`config.mk`:
```
export PLATFORM = sky130hd
export DESIGN_NAME = block_scheduler
export DESIGN_NICKNAME = d
export VERILOG_FILES = /design/src/rtl/block_scheduler.sv
export SDC_FILE = /design/constraint.sdc
export NUM_CORES = 1
export LEC_CHECK = 0
export CORE_MARGIN = 2
export CORE_UTILIZATION = 35
export DETAILED_ROUTE_END_ITERATION = 6
export PLACE_DENSITY = 0.58
export SLEW_MARGIN = 40
export SYNTH_ARGS = -nofsm -noshare
export SYNTH_HDL_FRONTEND = slang
export SYNTH_SLANG_ARGS = --single-unit
```
`constraint.sdc`:
```
create_clock -name clk -period 2.5 [get_ports clk]
set_input_delay 0.25 -clock clk [delete_from_list [all_inputs] [get_ports clk]]
set_output_delay 0.25 -clock clk [all_outputs]
set_load 0.03 [all_outputs]
```
`src/rtl/block_scheduler.sv`:
```
// GPU block scheduler: splits a kernel into fixed-size blocks and dispatches one block per
// cycle to enabled, free compute cores in round-robin order, with abort/drain and status.
module block_scheduler #(
    parameter int unsigned NUM_CORES         = 2,
    parameter int unsigned THREADS_PER_BLOCK = 4,
    parameter int unsigned TC_WIDTH          = 16,
    parameter int unsigned BID_WIDTH         = 16,
    localparam int unsigned CNT_WIDTH        = $clog2(THREADS_PER_BLOCK) + 1
) (
    input  logic                           clk,
    input  logic                           reset,
    input  logic                           start,
    input  logic                           abort,
    input  logic [TC_WIDTH-1:0]            thread_count,
    input  logic [NUM_CORES-1:0]           core_enable,
    input  logic [NUM_CORES-1:0]           core_done,
    output logic [NUM_CORES-1:0]           core_start,
    output logic [NUM_CORES-1:0]           core_reset,
    output logic [NUM_CORES*BID_WIDTH-1:0] core_block_id,
    output logic [NUM_CORES*CNT_WIDTH-1:0] core_thread_count,
    output logic                           busy,
    output logic                           done,
    output logic                           aborted,
    output logic [BID_WIDTH-1:0]           blocks_dispatched,
    output logic [BID_WIDTH-1:0]           blocks_done
);

    localparam int unsigned LOG_TPB   = $clog2(THREADS_PER_BLOCK);
    localparam int unsigned TOT_WIDTH = BID_WIDTH + 1;
    localparam int unsigned SUM_WIDTH = TC_WIDTH + 1;
    localparam int unsigned RR_WIDTH  = (NUM_CORES > 1) ? $clog2(NUM_CORES) : 1;
    localparam logic [TC_WIDTH-1:0] TC_MASK = TC_WIDTH'(THREADS_PER_BLOCK - 1);

    typedef enum logic [1:0] {StIdle, StRun, StDrain, StDone} state_e;

    state_e                 state_q, state_d;
    logic [TOT_WIDTH-1:0]   total_q, total_d;
    logic [CNT_WIDTH-1:0]   tail_q, tail_d;
    logic [BID_WIDTH-1:0]   disp_q, disp_d;
    logic [BID_WIDTH-1:0]   fin_q, fin_d;
    logic [RR_WIDTH-1:0]    rr_q, rr_d;
    logic [NUM_CORES-1:0]   run_q, run_d;
    logic [BID_WIDTH-1:0]   bid_q [NUM_CORES];
    logic [BID_WIDTH-1:0]   bid_d [NUM_CORES];
    logic [CNT_WIDTH-1:0]   cnt_q [NUM_CORES];
    logic [CNT_WIDTH-1:0]   cnt_d [NUM_CORES];
    logic                   done_q, done_d;
    logic                   aborted_q, aborted_d;

    logic [NUM_CORES-1:0]   freed;
    logic [BID_WIDTH-1:0]   n_freed;
    logic                   pick_vld;
    logic [RR_WIDTH-1:0]    pick;
    logic [RR_WIDTH-1:0]    idx;
    logic                   more_blocks;
    logic                   last_blk;

    // Round-robin search uses the pre-edge run mask, so a core freed this edge waits a cycle.
    always_comb begin
        pick_vld = 1'b0;
        pick     = '0;
        idx      = '0;
        for (int unsigned k = 0; k < NUM_CORES; k++) begin
            idx = RR_WIDTH'((32'(rr_q) + k) % NUM_CORES);
            if (!pick_vld && core_enable[idx] && !run_q[idx]) begin
                pick_vld = 1'b1;
                pick     = idx;
            end
        end
    end

    always_comb begin
        freed   = core_done & run_q;
        n_freed = '0;
        for (int unsigned i = 0; i < NUM_CORES; i++) begin
            n_freed = n_freed + BID_WIDTH'(freed[i]);
        end
    end

    assign more_blocks = TOT_WIDTH'(disp_q) < total_q;
    assign last_blk    = (TOT_WIDTH'(disp_q) + TOT_WIDTH'(1)) == total_q;

    always_comb begin
        state_d   = state_q;
        total_d   = total_q;
        tail_d    = tail_q;
        disp_d    = disp_q;
        fin_d     = fin_q + n_freed;
        rr_d      = rr_q;
        run_d     = run_q & ~freed;
        bid_d     = bid_q;
        cnt_d     = cnt_q;
        done_d    = done_q;
        aborted_d = aborted_q;
        case (state_q)
            StIdle, StDone: begin
                if (start) begin
                    total_d   = TOT_WIDTH'(({1'b0, thread_count}
                                + SUM_WIDTH'(THREADS_PER_BLOCK - 1)) >> LOG_TPB);
                    // Size of the final block: tc mod TPB, or a full block when it divides evenly.
                    tail_d    = (|(thread_count & TC_MASK)) ? CNT_WIDTH'(thread_count & TC_MASK)
                                                            : CNT_WIDTH'(THREADS_PER_BLOCK);
                    disp_d    = '0;
                    fin_d     = '0;
                    done_d    = 1'b0;
                    aborted_d = 1'b0;
                    state_d   = StRun;
                end
            end
            StRun: begin
                if (abort) begin
                    state_d = StDrain;
                    if (run_d == '0) begin
                        state_d   = StDone;
                        done_d    = 1'b1;
                        aborted_d = 1'b1;
                    end
                end else begin
                    if (pick_vld && more_blocks) begin
                        run_d[pick] = 1'b1;
                        bid_d[pick] = disp_q;
                        cnt_d[pick] = last_blk ? tail_q : CNT_WIDTH'(THREADS_PER_BLOCK);
                        disp_d      = disp_q + BID_WIDTH'(1);
                        rr_d        = (pick == RR_WIDTH'(NUM_CORES - 1)) ? '0
                                                                         : pick + RR_WIDTH'(1);
                    end
                    if (TOT_WIDTH'(disp_d) == total_q && run_d == '0) begin
                        state_d = StDone;
                        done_d  = 1'b1;
                    end
                end
            end
            StDrain: begin
                if (run_d == '0) begin
                    state_d   = StDone;
                    done_d    = 1'b1;
                    aborted_d = 1'b1;
                end
            end
            default: state_d = StIdle;
        endcase
    end

    always_ff @(posedge clk or posedge reset) begin
        if (reset) begin
            state_q   <= StIdle;
            total_q   <= '0;
            tail_q    <= CNT_WIDTH'(THREADS_PER_BLOCK);
            disp_q    <= '0;
            fin_q     <= '0;
            rr_q      <= '0;
            run_q     <= '0;
            done_q    <= 1'b0;
            aborted_q <= 1'b0;
            for (int unsigned i = 0; i < NUM_CORES; i++) begin
                bid_q[i] <= '0;
                cnt_q[i] <= CNT_WIDTH'(THREADS_PER_BLOCK);
            end
        end else begin
            state_q   <= state_d;
            total_q   <= total_d;
            tail_q    <= tail_d;
            disp_q    <= disp_d;
            fin_q     <= fin_d;
            rr_q      <= rr_d;
            run_q     <= run_d;
            done_q    <= done_d;
            aborted_q <= aborted_d;
            for (int unsigned i = 0; i < NUM_CORES; i++) begin
                bid_q[i] <= bid_d[i];
                cnt_q[i] <= cnt_d[i];
            end
        end
    end

    for (genvar g = 0; g < NUM_CORES; g++) begin : g_core_out
        assign core_block_id[g*BID_WIDTH +: BID_WIDTH]     = bid_q[g];
        assign core_thread_count[g*CNT_WIDTH +: CNT_WIDTH] = cnt_q[g];
    end

    assign core_start        = run_q;
    assign core_reset        = ~run_q;
    assign busy              = (state_q == StRun) || (state_q == StDrain);
    assign done              = done_q;
    assign aborted           = aborted_q;
    assign blocks_dispatched = disp_q;
    assign blocks_done       = fin_q;

endmodule

```
# [After elaboration in Yosys (flattened, before gate mapping)]
# Cells that the tools add are included.
[word_totals] register_bits=95 latch_bits=0 ram_bits=0 mem_bits_ro=0 inputBits=24 out_inout_bits=77 elab_cells=117 memories=0
[classes] n_addsub=7 mul=0 n_div=0 order_cmp=7 eq_ne=10 n_shift=0 n_mux=50 bitwise=7 n_reduce_logical=23
[op_table] cell="$mux 16" count=8
[op_table] cell="$bwmux 32" count=1
[op_table] cell="$pmux 16 s2" count=1
[op_table] cell="$mux 1" count=21
[op_table] cell="$mux 2" count=9
[op_table] cell="$add 16x1->17 const B" count=1
[op_table] cell="$add 16x2->17 const B" count=1
[op_table] cell="$eq 17x15->1" count=1
[op_table] cell="$add 16x1->16 const B" count=1
[op_table] cell="$add 16x2->16" count=1
[op_table] cell="$demux 16 s1" count=1
[op_table] cell="$eq 16x15->1" count=1
[op_table] cell="$lt 16x15->1" count=1
[op_table] cell="$mux 3" count=3
[op_table] cell="$reduce_and 3->1" count=3
[op_table] cell="$ne 2x2->1 const B" count=4
[op_table] cell="$logic_and 1x1->1" count=7
[op_table] cell="$bwmux 6" count=1
[op_table] cell="$logic_not 2->1" count=3
[op_table] cell="$lt 1x2->1 const B" count=3
[op_table] cell="$pmux 1 s3" count=2
[op_table] cell="$pmux 2 s3" count=1
[op_table] cell="$reduce_and 2->1" count=3
[op_table] cell="$and 2x2->2" count=2
[op_table] cell="18 further kinds" count=24

# [Longest topological paths before layout]
# Gate-level depths: netlist of the first run.
[logic_depth] word_depth=22 ltp_mapped=10 depth_no_buf=9

# [Least setup slack after synthesis of the first run]
# OpenSTA, ideal clock, no wires.
[synth_timing] kind="register to register" startpoint="register disp_q[13], in the netlist blocks_dispatched[13]" endpoint="register bid_q (netlist bit core_block_id[20])" setup_time_ns=0.125 arrival_ns=2.656 required_time_ns=2.375 slack_ns=-0.281 path_stages_with_launch=10 path_buffers=1 synth_period_minus_slack_ns=2.781 path_cell_list="dfrtp_1 -> ha_1 -> a21oi_1 -> nor2b_1 -> a2111oi_0 -> o211ai_1 -> nor3_1 -> nor2b_1 -> buf_2 -> mux2_2"
[synth_via] elab_chain_len=3
[synth_lines] item="start: declaration" line="39" text="logic [BID_WIDTH-1:0] disp_q, disp_d;"
[synth_lines] item="start signal: assignment" line="163" text="disp_q <= disp_d;"
[synth_lines] item="$lt 16x15->1" line="80" text="assign more_blocks = TOT_WIDTH'(disp_q) < total_q;"
[synth_lines] item="$logic_and 1x1->1" line="119" text="if (pick_vld && more_blocks) begin"
[synth_lines] item="$reduce_and 3->1 (no source line)"
[synth_lines] item="end signal: indexed assignment" line="170" text="bid_q[i] <= bid_d[i];"
[synth_lines] item="end: declaration" line="43" text="logic [BID_WIDTH-1:0] bid_q [NUM_CORES];"
# No other way between the ends.
# A chain may end at the register's enable or synchronous reset.

# [Final worst setup path of the first run]
[layout_timing] startpoint="register disp_q[7], in the netlist blocks_dispatched[7]" endpoint="register cnt_q (netlist bit core_thread_count[3])"
[layout_via] elab_chain_len=4 elab_cells_between_ends=7 cone_classes="1 x add/sub; 1 x order compare; 1 x eq/ne; 2 x mux; 2 x reduce/logical"
[layout_lines] item="$add 16x1->17" line="81" text="assign last_blk = (TOT_WIDTH'(disp_q) + TOT_WIDTH'(1)) == total_q;"
[layout_lines] item="$eq 17x15->1" line="81"
[layout_lines] item="$mux 3" line="122" text="cnt_d[pick] = last_blk ? tail_q : CNT_WIDTH'(THREADS_PER_BLOCK);"
[layout_lines] item="$bwmux 6" line="122"
[layout_lines] item="end signal: indexed assignment" line="157" text="cnt_q[i] <= CNT_WIDTH'(THREADS_PER_BLOCK);"
[layout_lines] item="end signal: indexed assignment" line="171" text="cnt_q[i] <= cnt_d[i];"
[layout_lines] item="end: declaration" line="45" text="logic [CNT_WIDTH-1:0] cnt_q [NUM_CORES];"
# Parallel ways exist; a longest one is shown, timed or not.

==> results of run 1 <==
==> worst max-delay path by stage <==
stage                                     startpoint                               end  slack, ns  cells after the start
global placement             total_q[14]$_DFFE_PP0P_      core_block_id[6]$_DFFE_PP0P_      -0.11                     11
detailed placement  blocks_dispatched[7]$_DFFE_PP0P_     core_block_id[13]$_DFFE_PP0P_      -0.17                     10
finish              blocks_dispatched[7]$_DFFE_PP0P_  core_thread_count[3]$_DFFE_PP0P_      -0.03                      9
CTS                 blocks_dispatched[9]$_DFFE_PP0P_  core_thread_count[2]$_DFFE_PP1P_      -0.05                      9
global route        blocks_dispatched[6]$_DFFE_PP0P_  core_thread_count[3]$_DFFE_PP0P_      -0.13                      9
floorplan           blocks_dispatched[5]$_DFFE_PP0P_     core_block_id[16]$_DFFE_PP0P_      -0.03                      9
==> per-stage QoR <==
stage	hold slack, ns	power [mW]
finish	0.181	6.70
floorplan	0.313	3.75
global placement	0.461	4.97
detailed placement	0.459	5.02
global route	0.191	7.12
CTS	0.176	6.66
==> cell families after synthesis <==
group / Yosys count
flops: 95
xor+xnor: 49
fa+ha+maj: 20
buf+inv: 57
simple gates: 187
compound gates: 74
mux: 44
==> metal layers <==
layer | vias up | GRT usage
met4 | 0 | 0.0601
li1 | 2205 | -
met3 | 20 | 0.0350
met1 | 2219 | 0.269
met2 | 113 | 0.322
met5 | - | 0
==> power by group through the flow <==
| stage | Sequential (mW) | Clock (mW) | Combinational [mW] |
|---|---|---|---|
| after global routing | 2.14 | 1.54 | 3.44 |
| after CTS | 2.09 | 1.47 | 3.09 |
| after global placement | 2.11 | 0 | 2.87 |
| final | 2.10 | 1.44 | 3.17 |
| after detailed placement | 2.11 | 0 | 2.90 |
| after floorplan | 2.39 | 0 | 1.35 |
==> layout by cell type, fill, tap and decap left out, types with 4 or more instances in the layout <==
master             n
nand3_1           19
inv_2              6
xor2_1            24
nand2_1           53
a21oi_1            6
buf_6              6
inv_1             25
dfrtp_2           11
buf_8              4
mux2_2            19
nor3_1             7
and4_1             5
dfrtp_1           81
ha_4               6
mux2_4            18
xnor2_1           24
mux2i_1            7
o21ai_0           32
or3_1              5
nor2b_1            5
nor2_1            32
and2_1            14
and3_1             7
clkdlybuf4s50_1  100
buf_4             94
nand2b_1           6
ha_1              13
nand4_1           11
clkbuf_16         10
==> registers in the layout, summed over array words and instances, names as in the netlist <==
signal	cells
state_q	2
rr_q	1
tail_q	3
blocks_done	16
core_block_id	32
blocks_dispatched	16
aborted	1
done	1
total_q	15
core_thread_count	6
core_start	2
==> layout make-up <==
cell class | count | area share
sequential | 95 | 0.305
timing repair buffer | 208 | 0.244
tap | 184 | 0.0293
clock buffer | 10 | 0.0292
multi-input combinational | 374 | 0.367
clock inverter | 6 | 0.00940
inverter | 32 | 0.0158
==> critical path: cells and delay by family, from the launching register on <==
| kind | cells | cell delay (ns) |
|---|---|---|
| mux | 1 | 0.33 |
| flops | 1 | 0.45 |
| fa+ha+maj | 1 | 0.23 |
| buf+inv | 1 | 0.17 |
| compound gates | 2 | 0.47 |
| simple gates | 4 | 0.76 |
==> what timing repair did <==
action / 4_1_cts / 5_1_grt
gates cloned: 1 / 1
gates resized for setup: 36 / 20
buffers inserted: 12 / 7
pin swaps: 6 / 7
endpoints found under the hold margin: 0 / 0
endpoints found under the setup margin: 46 / 50
==> load_flow_metrics.sql, run 1 <==
INSERT INTO impl_metrics (metric_group, metric, value, unit) VALUES
('timing', 'min_period', '2.53', 'ns'),
('timing', 'slew_violations', '0', ''),
('logic_synthesis', 'ys_ff_latch', '95', ''),
('timing', 'setup_repair_after_global_routing_missed_its_margin', 'yes', ''),
('logic_synthesis', 'yosys.area.top_type_share', '0.439', ''),
('power', 'p_int', '4.14', 'mW'),
('power', 'worst_ir_drop_vdd', '0.350', 'mV'),
('cts', 'cts_tree', 'built', ''),
('layout', 'antenna-diode-count', '0', ''),
('die', 'row_count', '44', ''),
('outcome', 'status', 'finished, violations left', ''),
('power', 'power.share.combinational', '0.473', ''),
('logic_synthesis', 'async_sr_flop_fraction', '1.00', ''),
('worst_setup_path', 'crit_path_max_delay_cell_type', 'dfrtp_2', ''),
('power', 'clock_power_share', '0.214', ''),
('routing', 'route.top_layer_used', 'met4', ''),
('logic_synthesis', 'syn_area_per_cell', '9.98', 'µm²'),
('timing', 'final_min_period_over_clock_period', '1.01', ''),
('logic_synthesis', 'synth.area.mux_share', '0.0934', ''),
('timing', 'max_slew_headroom', '0.601', ''),
('worst_setup_path', 'worst-r2r-setup-slack', '-0.03', 'ns'),
('global_route', 'first_global_vias', '4557', ''),
('logic_synthesis', 'synthesis.area', '5250', 'µm²'),
('layout', 'layout.nets', '764', ''),
('placed_design', 'dp_hpwl', '11600', 'µm'),
('die', 'die_width', '126', 'µm'),
('logic_synthesis', 'synth_top_flop_cell', 'dfrtp_1', ''),
('layout', 'finish.cell_count_without_fillers', '909', ''),
('global_route', 'gr-total-overflow', '0', ''),
('layout', 'multi_input_comb_area', '2880', 'µm²'),
('logic_synthesis', 'synth_fa_ha_area_frac', '0.0491', ''),
('worst_setup_path', 'arrival', '2.77', 'ns'),
('routing', 'drc', '0', ''),
('timing', 'hold_viol_final', '0', ''),
('die', 'design.portCount', '101', ''),
('timing', 'setup_violations', '15', ''),
('cts', 'clock_path_buffers', '2', ''),
('routing', 'antenna_violating_nets_post_route', '0', ''),
('cts', 'clk-insertion-delay-late', '0.35', 'ns'),
('logic_synthesis', 'compound_cell_area_share_of_the_yosys_netlist', '0.0889', ''),
('routing', 'met3RoutedLength', '649', 'µm'),
('logic_synthesis', 'syn_nets', '570', ''),
('logic_synthesis', 'yosysTopAreaCell', 'dfrtp_1', ''),
('layout', 'layout-drive-gt1-share', '0.292', ''),
('layout', 'final_util', '0.538', ''),
('logic_synthesis', 'synth.top_cells.by_area', 'dfrtp_1, mux2_2, ha_1', ''),
('routing', 'vias', '4557', ''),
('worst_setup_path', 'worst_ep_required_time', '2.74', 'ns'),
('power', 'p_switching', '2.56', 'mW'),
('logic_synthesis', 'top_cells_by_count_synth', 'dfrtp_1, nand2_1, mux2_2, o21ai_0, nor2_1', ''),
('worst_hold_path', 'timing.hold.worst.class', 'input pin to async pin', ''),
('global_route', 'global_route_wire_length_before_repair', '24800', 'µm'),
('logic_synthesis', 'synth.distinct_cells', '53', ''),
('placed_design', 'io_buffer_count', '100', ''),
('worst_setup_path', 'critical_path.cell_chain', 'ha_4, and3_4, a221o_1, nand2_2, o211ai_1, nor3_2, nor2b_4, buf_12, mux2_2', ''),
('routing', 'met1_length', '7250', 'µm'),
('timing', 'postLayoutSetupSlackWorst', '-0.0288', 'ns'),
('cts', 'number_of_buffers_added_to_fix_hold_violations_after_cts', '0', ''),
('job', 'max_cap_violations', '0', ''),
('power', 'power_leakage', '3.57', 'nW'),
('die', 'die_height', '126', 'µm'),
('worst_setup_path', 'worst-setup-path-type', 'flip-flop to flip-flop', ''),
('worst_setup_path', 'critical_path_peak_fanout', '11', ''),
('cts', 'ctsHtreeMaxLevel', '3', ''),
('outcome', 'violated_checks', 'setup timing', ''),
('cts', 'cts.clk_slew.worst_paths', '0.07', 'ns'),
('cts', 'cts.sinks', '95', ''),
('routing', 'detail_route.iter0.violations', '257', ''),
('worst_setup_path', 'critical_path.reg2reg.endpoint', 'core_thread_count[3]$_DFFE_PP0P_', ''),
('layout', 'final-seq-area', '2390', 'µm²'),
('layout', 'flow.area_growth_from_synthesis', '49.5', '%');
Note: power is estimated with default switching activity, not from simulation.
==> run 2: changes to the inputs <==
- PLACE_DENSITY: 0.58 -> not set
- PLACE_DENSITY_LB_ADDON: not set -> 0.05
==> run 2 against run 1 <==
The run now ends clean. Non-clock buffer count fell by 1. Count of clock-buffer cells in the layout grew 3. Critical endpoint is now core_block_id[8]$_DFFE_PP0P_. Hold slack improved by 0.10 ns. Via count decreased by 1.8%. Clock power shrank 8%. Die area is the same. Flip-flop and latch count did not move. Core utilization up 0.71 points.
==> load_flow_metrics.sql, run 2 (synthesis results as in run 1) <==
INSERT INTO impl_metrics (metric_group, metric, value, unit) VALUES
('global_route', 'first_global_vias', '4653', ''),
('layout', 'largest_register_ffs', '32', ''),
('worst_setup_path', 'worst_ep_required_time', '2.74', 'ns'),
('worst_hold_path', 'timing.hold.worst.class', 'input pin to async pin', ''),
('worst_setup_path', 'arrival', '2.69', 'ns'),
('cts', 'ctsHtreeMaxLevel', '3', ''),
('power', 'p_per_area', '832', 'nW/µm²'),
('routing', 'antenna_violating_nets_post_route', '0', ''),
('timing', 'setup_violations', '0', ''),
('timing', 'slew_violations', '0', ''),
('global_route', 'track_usage', '0.189', ''),
('die', 'die_height', '126', 'µm'),
('timing', 'min_period', '2.45', 'ns'),
('routing', 'vias', '4474', ''),
('worst_setup_path', 'worst-setup-path-type', 'flip-flop to flip-flop', ''),
('cts', 'numCtsBuffers', '9', ''),
('cts', 'clk-insertion-delay-late', '0.36', 'ns'),
('layout', 'flow.area_growth_from_synthesis', '51.5', '%'),
('layout', 'multi_input_comb_area', '2980', 'µm²'),
('global_route', 'global_route_wire_length_before_repair', '23900', 'µm'),
('placed_design', 'io_buffer_count', '100', ''),
('routing', 'drc', '0', ''),
('outcome', 'status', 'finished clean', ''),
('timing', 'fmax', '408', 'MHz'),
('worst_setup_path', 'endpoint_kind', 'flip-flop', ''),
('die', 'design.portCount', '101', ''),
('layout', 'final_common_cell', 'clkdlybuf4s50_1', ''),
('timing', 'setup_repair_after_global_routing_missed_its_margin', 'yes', ''),
('power', 'worst_ir_drop_vdd', '0.345', 'mV'),
('global_route', 'grt_max_degree', '55', ''),
('die', 'core', '14600', 'µm²'),
('timing', 'skew', '0.00557', 'ns'),
('layout', 'layout-drive-gt1-share', '0.308', ''),
('cts', 'cts_tree', 'built', ''),
('job', 'max_cap_violations', '0', ''),
('layout', 'final-seq-area', '2400', 'µm²'),
('power', 'power_leakage', '3.60', 'nW'),
('placed_design', 'dp_hpwl', '10900', 'µm'),
('die', 'die_width', '126', 'µm'),
('timing', 'finalHoldWorstSlack', '0.286', 'ns'),
('layout', 'layout.nets', '763', ''),
('worst_setup_path', 'critical_path_peak_fanout', '5', ''),
('die', 'die_outline_area', '16000', 'µm²'),
('layout', 'nFillCells', '1326', ''),
('worst_setup_path', 'critical_path.cell_chain', 'ha_4, and3_4, a221o_1, nand2_2, o211ai_1, nor3_2, buf_4, nand2_8, clkbuf_16, mux2_2', ''),
('worst_setup_path', 'cpPeakStageDelay', '0.45', 'ns'),
('global_route', 'antenna_found_initial', '0', ''),
('layout', 'final_util', '0.545', ''),
('worst_setup_path', 'crit_path_max_delay_cell_type', 'dfrtp_2', ''),
('cts', 'cts.clk_slew.worst_paths', '0.06', 'ns'),
('timing', 'final_min_period_over_clock_period', '0.980', ''),
('placed_design', 'gp_congestion', '0.888', ''),
('timing', 'max_slew_headroom', '0.533', ''),
('cts', 'clockRootBuffer', 'clkbuf_16', ''),
('layout', 'most_frequent_cells_in_the_layout', 'clkdlybuf4s50_1, buf_4, dfrtp_1, nand2_1, nor2_1', ''),
('routing', 'wl_per_cell', '16.3', 'µm'),
('layout', 'antenna-diode-count', '0', ''),
('cts', 'number_of_buffers_added_to_fix_hold_violations_after_cts', '0', ''),
('timing', 'max_slew.worst_pin.slew', '0.698', 'ns'),
('routing', 'viasPerCell', '4.93', ''),
('die', 'row_count', '44', ''),
('routing', 'routed_wirelength', '14800', 'µm'),
('placed_design', 'dpl_worst_slack', '-0.412', 'ns'),
('global_route', 'gr-total-overflow', '0', ''),
('cts', 'clock_path_buffers', '2', ''),
('routing', 'detail_route.iter0.violations', '164', ''),
('routing', 'drt_first_pass_iters', '4', ''),
('timing', 'postLayoutSetupSlackWorst', '0.0493', 'ns'),
('timing', 'hold_viol_final', '0', ''),
('die', 'floorplan.initialDensity', '0.360', ''),
('worst_setup_path', 'startpoint_types', 'flip-flop', ''),
('cts', 'cts.sinks', '95', '');
-- run 2: critical path: cells and delay by family, from the launching register on --
| kind | cells | cell delay, ns |
|---|---|---|
| DFF | 1 | 0.45 |
| muxes | 1 | 0.26 |
| and+or+nand+nor | 4 | 0.54 |
| AOI/OAI and AO/OA | 2 | 0.45 |
| adders and majority gates | 1 | 0.24 |
| buffers and inverters | 2 | 0.40 |
-- run 2: path summary, 6_finish.rpt --
kind	slack [ns]	from	end	depth (start not counted)
max	0.05	blocks_dispatched[7]$_DFFE_PP0P_	core_block_id[8]$_DFFE_PP0P_	10
min	0.29	reset	core_block_id[23]$_DFFE_PP0P_	2
max reg2reg	0.05	blocks_dispatched[7]$_DFFE_PP0P_	core_block_id[8]$_DFFE_PP0P_	10
min reg2reg	0.48	core_block_id[15]$_DFFE_PP0P_	core_block_id[15]$_DFFE_PP0P_	1
max in group asynchronous	1.51	reset	tail_q[2]$_DFFE_PP1P_	3
min in group clk	0.48	core_block_id[15]$_DFFE_PP0P_	core_block_id[15]$_DFFE_PP0P_	1
-- run 2: final cells by class --
type	count	area share
Multi-Input combinational cell	374	0.374
Timing Repair Buffer	207	0.245
Clock buffer	13	0.0327
Tap cell	184	0.0289
Sequential cell	95	0.302
Clock inverter	3	0.00220
Inverter	32	0.0156
-- run 2: through the flow --
step | power [mW] | cell area, µm² | std cells | setup TNS, ns
global placement | 4.96 | 7170 | 873 | -7.61
global route | 7.04 | 7960 | 908 | -0.957
CTS | 6.50 | 7670 | 899 | -0.103
floorplan | 3.75 | 5370 | 526 | -0.187
detailed placement | 5.02 | 7170 | 873 | -19.26
finish | 6.62 | 7960 | 908 | 0
-- run 2: what timing repair did --
item / in CTS / in global routing
gates cloned: 0 / 2
buffers inserted: 11 / 8
resized for setup: 31 / 50
endpoints found under the setup margin: 60 / 46
pin swaps: 11 / 15
-- run 2: power by group --
group          switching, mW  internal (mW)
sequential             0.228           1.87
combinational           1.70           1.51
clock                  0.594          0.726
-- run 2: routing by layer --
metal	up-vias	wire length (µm)	global-route usage
met2	77	6830	0.296
met4	0	269	0.0776
met3	14	449	0.0287
met5	-	0	0
met1	2179	7290	0.263
li1	2204	-	-
==> run 3: changes to the inputs <==
- CTS_CLUSTER_DIAMETER: not set -> 100
- RECOVER_POWER: not set -> 25
==> run 3 against run 2 <==
Critical path depth unchanged. Sequential power barely moved. Clock skew about the same. Fmax is 0.15% higher. Routed wire length barely moved. Critical endpoint unchanged.
==> load_flow_metrics.sql, run 3 (synthesis results as in run 1) <==
INSERT INTO impl_metrics (metric_group, metric, value, unit) VALUES
('layout', 'final_common_cell', 'clkdlybuf4s50_1', ''),
('cts', 'numCtsBuffers', '9', ''),
('cts', 'number_of_buffers_added_to_fix_hold_violations_after_cts', '0', ''),
('global_route', 'track_usage', '0.189', ''),
('outcome', 'status', 'finished clean', ''),
('layout', 'antenna-diode-count', '0', ''),
('layout', 'layout.nets', '763', ''),
('global_route', 'first_global_vias', '4653', ''),
('global_route', 'gr-total-overflow', '0', ''),
('worst_setup_path', 'worst-setup-path-type', 'flip-flop to flip-flop', ''),
('layout', 'flow.area_growth_from_synthesis', '51.2', '%'),
('timing', 'slew_violations', '0', ''),
('cts', 'clockRootBuffer', 'clkbuf_16', ''),
('timing', 'finalHoldWorstSlack', '0.483', 'ns'),
('placed_design', 'io_buffer_count', '100', ''),
('timing', 'fmax', '409', 'MHz'),
('cts', 'cts.sinks', '95', ''),
('routing', 'viasPerCell', '4.94', ''),
('placed_design', 'dp_hpwl', '10900', 'µm'),
('global_route', 'antenna_found_initial', '0', ''),
('power', 'worst_ir_drop_vdd', '0.347', 'mV'),
('timing', 'setup_repair_after_global_routing_missed_its_margin', 'yes', ''),
('worst_setup_path', 'critical_path_peak_fanout', '5', ''),
('routing', 'routed_wirelength', '14800', 'µm'),
('power', 'p_per_area', '833', 'nW/µm²'),
('cts', 'ctsHtreeMaxLevel', '3', ''),
('routing', 'drc', '0', ''),
('timing', 'max_slew.worst_pin.slew', '0.999', 'ns'),
('power', 'power', '6.62', 'mW'),
('layout', 'layout-drive-gt1-share', '0.308', ''),
('routing', 'vias', '4483', ''),
('global_route', 'grt_max_degree', '55', ''),
('cts', 'cts_tree', 'built', ''),
('die', 'die_width', '126', 'µm'),
('die', 'row_count', '44', ''),
('die', 'design.portCount', '101', ''),
('die', 'floorplan.initialDensity', '0.360', ''),
('cts', 'clock_path_buffers', '2', ''),
('timing', 'final_min_period_over_clock_period', '0.979', ''),
('timing', 'skew', '0.00554', 'ns'),
('global_route', 'global_route_wire_length_before_repair', '23900', 'µm'),
('worst_setup_path', 'arrival', '2.69', 'ns'),
('cts', 'clk-insertion-delay-late', '0.36', 'ns'),
('timing', 'setup_violations', '0', ''),
('worst_setup_path', 'worst_ep_required_time', '2.74', 'ns'),
('worst_setup_path', 'endpoint_kind', 'flip-flop', ''),
('routing', 'antenna_violating_nets_post_route', '0', ''),
('power', 'power_leakage', '3.59', 'nW'),
('cts', 'cts.clk_slew.worst_paths', '0.07', 'ns'),
('worst_setup_path', 'startpoint_types', 'flip-flop', ''),
('layout', 'most_frequent_cells_in_the_layout', 'clkdlybuf4s50_1, buf_4, dfrtp_1, nand2_1, nor2_1', ''),
('timing', 'hold_viol_final', '0', ''),
('die', 'core', '14600', 'µm²'),
('die', 'die_outline_area', '16000', 'µm²'),
('layout', 'largest_register_ffs', '32', ''),
('routing', 'detail_route.iter0.violations', '167', ''),
('die', 'die_height', '126', 'µm'),
('timing', 'min_period', '2.45', 'ns'),
('placed_design', 'gp_congestion', '0.888', ''),
('timing', 'max_slew_headroom', '0.330', ''),
('routing', 'wl_per_cell', '16.3', 'µm'),
('routing', 'drt_first_pass_iters', '4', ''),
('job', 'max_cap_violations', '0', ''),
('worst_hold_path', 'timing.hold.worst.class', 'flip-flop to flip-flop', '');
## run 3: layout make-up
cell class	count	area (µm²)
fill	1328	6650
multi-input combinational	374	2980
sequential	95	2400
timing repair buffer	207	1940
clock buffer	13	260
tap	184	230
inverter	32	121
clock inverter	3	17.5
## run 3: what timing repair did
action / in CTS / in global routing
setup endpoints to repair: 60 / 46
gates resized for setup: 31 / 50
buffers inserted: 11 / 8
pin swaps: 11 / 15
hold endpoints to repair: 0 / 0
gates cloned: 0 / 2
## run 3: power by group
part / total, mW / switching [mW] / internal [mW] / leakage (nW)
logic: 3.20 / 1.70 / 1.51 / 2.21
clock network: 1.32 / 0.595 / 0.726 / 0.136
registers: 2.09 / 0.227 / 1.87 / 1.25
## run 3: final timing paths
| kind | from | end | slack (ns) | cells past startpoint |
|---|---|---|---|---|
| max | blocks_dispatched[7]$_DFFE_PP0P_ | core_block_id[8]$_DFFE_PP0P_ | 0.05 | 10 |
| min | core_block_id[15]$_DFFE_PP0P_ | core_block_id[15]$_DFFE_PP0P_ | 0.48 | 1 |
| max reg2reg | blocks_dispatched[7]$_DFFE_PP0P_ | core_block_id[8]$_DFFE_PP0P_ | 0.05 | 10 |
| min reg2reg | core_block_id[15]$_DFFE_PP0P_ | core_block_id[15]$_DFFE_PP0P_ | 0.48 | 1 |
| max in group asynchronous | reset | blocks_dispatched[3]$_DFFE_PP0P_ | 0.62 | 3 |
| min in group asynchronous | reset | core_block_id[23]$_DFFE_PP0P_ | 0.52 | 2 |
## run 3: through the flow
| step | setup WS [ns] | TNS (ns) | instances | cell area [µm²] | utilization |
|---|---|---|---|---|---|
| 6_report | 0.0530 | 0 | 908 | 7940 | 0.544 |
| 5_1_grt | -0.0436 | -0.957 | 908 | 7940 | 0.544 |
| 4_1_cts | -0.0366 | -0.103 | 899 | 7670 | 0.526 |
| 3_5_place_dp | -0.412 | -19.26 | 873 | 7170 | 0.492 |
| 3_3_place_gp | -0.205 | -7.61 | 873 | 7170 | 0.492 |
| 2_1_floorplan | -0.0269 | -0.187 | 526 | 5370 | - |
## run 3: per-layer routing
metal	wire, µm	GRT usage	part of all wire
met5	0	0	0
met3	501	0.0287	0.034
met2	6830	0.296	0.46
met1	7230	0.263	0.49
met4	269	0.0776	0.018
## run 3: critical path, cell delays in order, from the launching register on
cell and delay [ns]:
dfrtp_2 0.45, ha_4 0.24, and3_4 0.18, a221o_1 0.32, nand2_2 0.09, o211ai_1 0.14, nor3_2 0.18, buf_4 0.19
nand2_8 0.08, clkbuf_16 0.21, mux2_2 0.26
